### src/rtl/elastic_pipe_stage_pkg.sv
// elastic_pipe_stage_pkg: shared defaults and handshake op encoding for elastic stages
package elastic_pipe_stage_pkg;
   localparam int PIPE_DEPTH_DEFAULT = 2;
   localparam int PIPE_DATA_W_DEFAULT = 32;
   typedef enum logic [1:0] {OP_IDLE, OP_PUSH, OP_POP, OP_BOTH} op_e;
   function automatic op_e classify(input logic push, input logic pop);
      return op_e'({pop, push});
   endfunction
endpackage

### src/rtl/elastic_pipe_stage_if.sv
// elastic_pipe_stage_if: valid/ready bundle plus flush and occupancy for one elastic stage
interface elastic_pipe_stage_if
   import elastic_pipe_stage_pkg::*;
#(
   parameter int DATA_W = PIPE_DATA_W_DEFAULT,
   parameter int DEPTH = PIPE_DEPTH_DEFAULT
);
   localparam int CNT_W = $clog2(DEPTH + 1);
   logic in_valid, in_ready, out_valid, out_ready, flush;
   logic [DATA_W-1:0] in_data, out_data;
   logic [CNT_W-1:0] count;
   modport master (
      output in_valid, in_data, out_ready, flush,
      input in_ready, out_valid, out_data, count
   );
   modport slave (
      input in_valid, in_data, out_ready, flush,
      output in_ready, out_valid, out_data, count
   );
endinterface

### src/rtl/elastic_pipe_stage.sv
// elastic_pipe_stage: circular skid buffer with registered ready, flush and zero bubble output
module elastic_pipe_stage
   import elastic_pipe_stage_pkg::*;
#(
   parameter int DATA_W = PIPE_DATA_W_DEFAULT,
   parameter int DEPTH = PIPE_DEPTH_DEFAULT,
   localparam int CNT_W = $clog2(DEPTH + 1)
) (
   input logic CLK,
   input logic nRST,
   elastic_pipe_stage_if.slave bus
);
   localparam int PTR_W = $clog2(DEPTH);
   localparam logic [CNT_W-1:0] FULL = CNT_W'(DEPTH);
   logic [DATA_W-1:0] mem_q [DEPTH];
   logic [DATA_W-1:0] mem_d [DEPTH];
   logic [PTR_W-1:0] wr_ptr_q, wr_ptr_d, rd_ptr_q, rd_ptr_d;
   logic [CNT_W-1:0] count_q, count_d;
   logic push, pop;
   op_e op;
   always_comb begin
      push = bus.in_valid & bus.in_ready & ~bus.flush;
      pop = bus.out_valid & bus.out_ready & ~bus.flush;
      op = classify(push, pop);
      mem_d = mem_q;
      if (push) mem_d[wr_ptr_q] = bus.in_data;
      wr_ptr_d = bus.flush ? '0 : wr_ptr_q + PTR_W'(push);
      rd_ptr_d = bus.flush ? '0 : rd_ptr_q + PTR_W'(pop);
      count_d = bus.flush ? '0 :
                op == OP_PUSH ? count_q + 1'b1 :
                op == OP_POP ? count_q - 1'b1 : count_q;
   end
   always_ff @(posedge CLK or negedge nRST) begin
      if (!nRST) begin
         mem_q <= '{default: '0};
         wr_ptr_q <= '0;
         rd_ptr_q <= '0;
         count_q <= '0;
      end else begin
         mem_q <= mem_d;
         wr_ptr_q <= wr_ptr_d;
         rd_ptr_q <= rd_ptr_d;
         count_q <= count_d;
      end
   end
   // ready comes only from the registered count, so a downstream stall never reaches upstream combinationally
   assign bus.in_ready = count_q != FULL;
   assign bus.out_valid = count_q != '0;
   assign bus.out_data = bus.out_valid ? mem_q[rd_ptr_q] : '0;
   assign bus.count = count_q;
endmodule

### src/flat_wrapper.sv
// flat-port wrapper written by rule: the top's interface ports become plain ports
module elastic_pipe_stage_flat import elastic_pipe_stage_pkg::*;
#(
   parameter int DATA_W = PIPE_DATA_W_DEFAULT,
   parameter int DEPTH = PIPE_DEPTH_DEFAULT,
   localparam int CNT_W = $clog2(DEPTH + 1)
)
  (CLK, nRST, bus_in_valid, bus_in_data, bus_out_ready, bus_flush, bus_in_ready, bus_out_valid, bus_out_data, bus_count);
  elastic_pipe_stage_if #(.DATA_W(DATA_W), .DEPTH(DEPTH)) bus_i ();
  input logic CLK;
  input logic nRST;
  input wire logic [$bits(bus_i.in_valid)-1:0] bus_in_valid;
  input wire logic [$bits(bus_i.in_data)-1:0] bus_in_data;
  input wire logic [$bits(bus_i.out_ready)-1:0] bus_out_ready;
  input wire logic [$bits(bus_i.flush)-1:0] bus_flush;
  output wire logic [$bits(bus_i.in_ready)-1:0] bus_in_ready;
  output wire logic [$bits(bus_i.out_valid)-1:0] bus_out_valid;
  output wire logic [$bits(bus_i.out_data)-1:0] bus_out_data;
  output wire logic [$bits(bus_i.count)-1:0] bus_count;
  assign bus_i.in_valid = bus_in_valid;
  assign bus_i.in_data = bus_in_data;
  assign bus_i.out_ready = bus_out_ready;
  assign bus_i.flush = bus_flush;
  assign bus_in_ready = bus_i.in_ready;
  assign bus_out_valid = bus_i.out_valid;
  assign bus_out_data = bus_i.out_data;
  assign bus_count = bus_i.count;
  elastic_pipe_stage #(.DATA_W(DATA_W), .DEPTH(DEPTH)) u_core (.CLK(CLK), .nRST(nRST), .bus(bus_i));
endmodule
### config.mk
export PLATFORM = sky130hd
export DESIGN_NAME = elastic_pipe_stage_flat
export DESIGN_NICKNAME = d
export VERILOG_FILES = /design/src/rtl/elastic_pipe_stage_pkg.sv /design/src/rtl/elastic_pipe_stage_if.sv /design/src/rtl/elastic_pipe_stage.sv /design/src/flat_wrapper.sv
export SDC_FILE = /design/constraint.sdc
export NUM_CORES = 1
export LEC_CHECK = 0
export BUFFER_PORTS_ARGS = -buffer_cell sky130_fd_sc_hd__buf_2
export CAP_MARGIN = 40
export CORE_UTILIZATION = 25
export CTS_BUF_LIST = sky130_fd_sc_hd__clkbuf_16
export DETAILED_ROUTE_END_ITERATION = 6
export HOLD_SLACK_MARGIN = 0.12
export PLACE_DENSITY = 0.48
export SYNTH_ARGS = -nofsm -noshare
export SYNTH_HDL_FRONTEND = slang
export SYNTH_SLANG_ARGS = --single-unit
### constraint.sdc
create_clock -name CLK -period 4.2 [get_ports CLK]
set_input_delay 0.84 -clock CLK [delete_from_list [all_inputs] [get_ports CLK]]
set_output_delay 0.84 -clock CLK [all_outputs]
set_load 0.01 [all_outputs]
==> results of run 1 <==
synthesized netlist by cell type, types with 2 or more instances:
master    count
ha_1          2
nor2_1       35
mux2i_1      33
buf_4         8
dfrtp_1      68
nor3b_1       2
mux2_2       60
inv_1         3
a21oi_1       3
buf_2         4
mux2_1        4
clkbuf_1      2
flip-flops by register name, indices dropped and copies added, names as in the netlist:
register and flops:
u_core.wr_ptr_q 1, u_core.rd_ptr_q 1, u_core.mem_q 64, u_core.bus.count 2
how the worst max path moves through the flow:
stage / start / endpoint / slack, ns
after floorplan: bus_in_valid / u_core.mem_q[21] / 2.08
after global placement: bus_in_valid / u_core.mem_q[21] / 1.47
after detailed placement: bus_in_valid / u_core.mem_q[19] / 1.54
after CTS: u_core.rd_ptr_q / bus_out_data[7] / 1.68
after global routing: u_core.rd_ptr_q / bus_out_data[7] / 1.61
final: u_core.rd_ptr_q / bus_out_data[7] / 1.71
kinds of logic (layout without fill, tap and decap cells):
| logic type | count (synthesis) | count (layout) |
|---|---|---|
| buf+inv | 18 | 97 |
| compound gates | 6 | 6 |
| mux | 97 | 97 |
| fa+ha+maj | 2 | 2 |
| simple gates | 40 | 40 |
| xor+xnor | 1 | 1 |
| flops | 68 | 68 |
critical path: stages (launching register included):
cell     delay, ns
dfrtp_2       0.59
buf_12        0.26
mux2i_1       0.27
nor2_1        0.06
buf_2         0.14
report_power, final:
group	total, mW	switching, mW	internal [mW]
sequential	0.925	0.0897	0.835
combinational	0.421	0.176	0.245
clock	0.698	0.248	0.450
total	2.04	0.514	1.53
cell type report:
class,instances,area [sq um],area share [%]
Inverter,3,11.3,0.282
Tap cell,168,210,5.26
Timing Repair Buffer,78,490,12.3
Clock buffer,9,225,5.63
Multi-Input combinational cell,146,1300,32.5
Sequential cell,68,1700,42.6
Clock inverter,7,58.8,1.47
per-stage QoR:
| step | instance area, sq um | cells |
|---|---|---|
| final | 4000 | 479 |
| after global routing | 4000 | 479 |
| after detailed placement | 3710 | 463 |
| after global placement | 3590 | 458 |
| after floorplan | 3090 | 232 |
| after CTS | 4000 | 479 |
metal layers:
layer,global-route usage [%],vias to the layer above,share of wire [%]
met2,18.9,49,49
li1,-,947,-
met1,13.4,961,45
met3,4.02,5,5.4
met4,2.89,0,1.0
met5,0,-,0
layout by cell type, fill, tap and decap left out:
| cell | Yosys | final |
|---|---|---|
| ha_2 | 0 | 2 |
| buf_12 | 0 | 2 |
| buf_16 | 0 | 3 |
| o21ai_0 | 1 | 1 |
| dfrtp_2 | 0 | 1 |
| nor3b_1 | 2 | 2 |
| clkbuf_16 | 0 | 9 |
| inv_1 | 3 | 4 |
| mux2_1 | 4 | 4 |
| buf_4 | 8 | 1 |
| xor2_1 | 1 | 1 |
| bufinv_16 | 0 | 1 |
| clkinvlp_4 | 0 | 1 |
| clkinv_2 | 0 | 2 |
| mux2i_1 | 33 | 33 |
| buf_2 | 4 | 72 |
| o211ai_1 | 1 | 1 |
| dfrtp_1 | 68 | 67 |
| nor2_4 | 0 | 1 |
| mux2_2 | 60 | 60 |
| nor2_1 | 35 | 34 |
| nand2b_1 | 1 | 1 |
| or2_1 | 1 | 1 |
| a21oi_1 | 3 | 3 |
| nand3b_1 | 1 | 1 |
| a21o_1 | 1 | 1 |
| clkinv_1 | 0 | 2 |
==> results.py, run 1 <==
metrics = {
    "power": {
        "ir_drop_uv": 167,
        "p_per_area_nw_per_um2": 511,
        "power.total_mw": 2.04,
        "p_leak_nw": 1.78,
    },
    "setup_path": {
        "end_kind": "output port",
        "critPathArrivalTime_ns": 1.65,
        "cp-start-kind": "flop",
        "crit_path_max_fanout": 23,
        "setup.worst_path.class": "reg -> out",
        "reg2reg_depth": 5,
        "timing.rr.end": "u_core.mem_q[16]",
        "r2r_start": "u_core.bus.count[0]",
        "cp.required_ns": 3.36,
        "r2r_setup_slack_ns": 1.94,
    },
    "yosys": {
        "synth_xor_area_share_pct": 0.283,
        "synth_top_family_by_area": "multiplexers",
        "synth_area_leaders": "dfrtp_1 55%, mux2_2 22%, mux2i_1 11%",
        "avgSynthCellArea_sq_um": 13.3,
        "yosysTopAreaCell": "dfrtp_1",
        "synth-seq-cells": 68,
        "synthSimpleGateAreaFrac_pct": 5.38,
        "synthArstFlopShare_pct": 100,
        "syn_nets": 271,
        "syn_inst": 232,
        "synth-edff-count": 0,
        "netlist-cell-type-count": 20,
        "yosysWarnings": 0,
        "synth_fa_ha_area_share_pct": 0.809,
        "synthDominantCellAreaShare_pct": 55.0,
        "synth_area_sq_um": 3090,
        "ys.flop_type": "dfrtp_1",
        "synth_compound_area_share_pct": 1.13,
        "seq_area_frac_synth_pct": 55.0,
        "synth_mux_area_share_pct": 34.0,
    },
    "timing": {
        "finalCritPeriodShare_pct": 59.4,
        "fin_skew_ns": 0.00563,
        "hold_viol": 0,
        "drv_slew": 0,
        "slew_headroom_pct": 65.6,
        "worst_slack_ns": 1.71,
        "rsz0062_at_grt": "no",
        "setup_viol": 0,
        "fin_tns_setup_ns": 0,
        "hold_slack_ns": 0.429,
        "fmax_mhz": 401,
        "min_period_ns": 2.49,
        "worst_slew_pin_slew_ns": 0.516,
    },
    "layout": {
        "final_core_util_pct": 33.1,
        "fillers": 1212,
        "drive_gt1_share_pct": 49.8,
        "area_growth_pct": 29.2,
        "final_nets": 345,
        "diodes": 0,
    },
    "grt": {
        "grt_pass1_wl_microns": 10800,
        "antenna_found_initial": 0,
        "first_global_vias": 2170,
        "grt.total_usage_pct": 11.1,
        "grt_max_degree": 33,
        "overflow": 0,
    },
    "run": {
        "drv_cap": 0,
    },
    "detailed_routing": {
        "ant_nets": 0,
        "viasPerCell": 4.10,
        "wl_per_cell_microns": 13.5,
        "vias": 1962,
        "routed_wl_microns": 6450,
        "first_pass_iters": 4,
        "drc_errors": 0,
        "drt_iter0_markers": 29,
    },
    "place": {
        "dp_hpwl_microns": 4670,
        "place_ws_ns": 1.54,
        "routabilityCongestion": 0.631,
        "port_buffers": 72,
    },
    "floorplanning": {
        "die_h_microns": 113,
        "io_pins": 73,
        "start_util_pct": 25.7,
        "die_w_microns": 113,
        "die-area_sq_um": 12800,
        "coreArea_sq_um": 12100,
        "num_rows": 40,
    },
    "clock_network": {
        "clk_pin_slew_ns": 0.05,
        "cts_made_buffers": 9,
        "clk_path_buf_depth": 2,
        "clock_latency_ns": 0.32,
        "cts_htree_levels": 3,
        "cts-root-buf": "clkbuf_16",
        "cts_num_sinks": 68,
        "postCtsSetupBuffers": 0,
        "ctsHoldBuffers": 0,
        "ctsResizeCount": 0,
        "cts_tree": "yes",
    },
    "run_status": {
        "status": "finished, final reports clean",
    },
    "worst_hold_path": {
        "worst_hold_path_type": "in -> async",
    },
}
Note: power is estimated with default switching activity, not from simulation.
==> run 2, diff against run 1 <==
- PLACE_DENSITY: 0.48 -> 0.5
- clock period: 4.2 -> 2.18 ns (I/O delays scaled with it)
==> results.py, run 2 (same netlist as run 1, synthesis figures left out) <==
metrics = {
    "detailed_routing": {
        "routed_wl_microns": 6810,
        "ant_nets": 0,
        "drt_iter0_markers": 77,
        "vias": 2039,
        "first_pass_iters": 3,
        "wl_per_cell_microns": 14.1,
        "viasPerCell": 4.23,
        "drc_errors": 0,
    },
    "clock_network": {
        "clk_path_buf_depth": 2,
        "cts_tree": "yes",
        "ctsResizeCount": 0,
        "cts_htree_levels": 3,
        "clk_pin_slew_ns": 0.05,
        "cts_made_buffers": 9,
        "cts-root-buf": "clkbuf_16",
        "clock_latency_ns": 0.33,
        "cts_num_sinks": 68,
    },
    "setup_path": {
        "cp-start-kind": "flop",
        "r2r_setup_slack_ns": 0.39,
        "cp.required_ns": 1.74,
        "crit_path_max_fanout": 19,
        "r2r_start": "u_core.bus.count[1]",
        "timing.rr.end": "u_core.mem_q[12]",
        "critPathArrivalTime_ns": 1.47,
        "crit_end": "bus_out_data[26]",
        "end_kind": "output port",
        "setup.worst_path.class": "reg -> out",
        "startpoint": "u_core.rd_ptr_q",
        "reg2reg_depth": 5,
    },
    "grt": {
        "grt_max_degree": 36,
        "first_global_vias": 2062,
        "antenna_found_initial": 0,
        "overflow": 0,
        "grt_pass1_wl_microns": 11000,
        "grt.total_usage_pct": 11.5,
    },
    "layout": {
        "final_cell_mix": "71 x buf_2, 67 x dfrtp_1, 60 x mux2_2",
        "final_nets": 348,
        "largest_reg_flops": 64,
        "fillers": 1235,
        "area_growth_pct": 28.0,
        "layout_commonest_cell": "buf_2",
        "stdcell_count": 482,
        "top_register": "u_core.mem_q",
        "drive_gt1_share_pct": 49.4,
        "diodes": 0,
    },
    "timing": {
        "finalCritPeriodShare_pct": 87.5,
        "hold_slack_ns": 0.328,
        "fin_tns_setup_ns": 0,
        "min_period_ns": 1.91,
        "worst_slack_ns": 0.272,
        "rsz0062_at_grt": "no",
        "drv_slew": 0,
        "slew_headroom_pct": 67.7,
        "hold_viol": 0,
        "worst_slew_pin_slew_ns": 0.484,
        "fin_skew_ns": 0.00254,
        "fmax_mhz": 524,
        "setup_viol": 0,
    },
    "floorplanning": {
        "die_w_microns": 113,
        "num_rows": 40,
        "start_util_pct": 25.7,
        "io_pins": 73,
        "die_h_microns": 113,
        "die-area_sq_um": 12800,
        "coreArea_sq_um": 12100,
    },
    "power": {
        "p_per_area_nw_per_um2": 966,
        "ir_drop_uv": 512,
        "p_leak_nw": 1.79,
    },
    "place": {
        "place_ws_ns": 0.230,
        "dp.cells": 465,
        "dp_hpwl_microns": 4340,
        "port_buffers": 72,
        "routabilityCongestion": 0.692,
    },
    "worst_hold_path": {
        "worst_hold_path_type": "in -> reg",
    },
    "run": {
        "drv_cap": 0,
    },
    "run_status": {
        "status": "finished, final reports clean",
    },
}
run 2: where the power goes:
part	total (mW)	internal, mW	switching [mW]
sequential	1.77	1.61	0.162
combinational	0.821	0.466	0.355
clock	1.23	0.743	0.491
run 2: area by class of cell:
cell class | instances | area [sq um] | area share (%)
tap | 168 | 210 | 5.31
clock buffer | 9 | 225 | 5.69
multi-input combinational | 146 | 1300 | 32.8
timing repair buffer | 81 | 483 | 12.2
inverter | 3 | 11.3 | 0.284
sequential | 68 | 1700 | 43.0
clock inverter | 7 | 28.8 | 0.727
run 2: how the worst min path moves through the flow:
stage	to	start	cells after the start	slack, ns
after CTS	u_core.wr_ptr_q	bus_flush	2	0.32
after global placement	u_core.mem_q[1]	nRST	1	0.43
final	u_core.wr_ptr_q	bus_flush	2	0.33
after detailed placement	u_core.mem_q[1]	nRST	1	0.43
after floorplan	u_core.bus.count[0]	nRST	0	0.14
after global routing	u_core.bus.count[0]	bus_flush	2	0.32
run 2: stage by stage:
stage	cell area [sq um]	util (%)	total power, mW
after detailed placement	3700	30.6	2.63
after CTS	3960	32.8	3.90
after global placement	3700	30.6	2.60
after global routing	3960	32.8	4.08
after floorplan	3090	-	2.33
final	3960	32.8	3.83
run 2: metal layers:
layer  vias to the layer above  track usage, %  share of wire, %
met5                         -               0                 0
met4                         0            4.47               1.5
met3                         7            3.96               5.2
met2                        52            18.4                48
met1                      1019            14.4                45
li1                        961               -                 -
run 2: what timing repair did:
action,in CTS,in global routing
setup buffers,0,0
hold endpoints to repair,34,0
hold buffers,1,0
run 2: worst max-delay path, cell delays in order (launching register included):
cell     delay, ns
dfrtp_2       0.35
buf_4         0.34
mux2i_1       0.26
nor2_1        0.05
buf_2         0.14
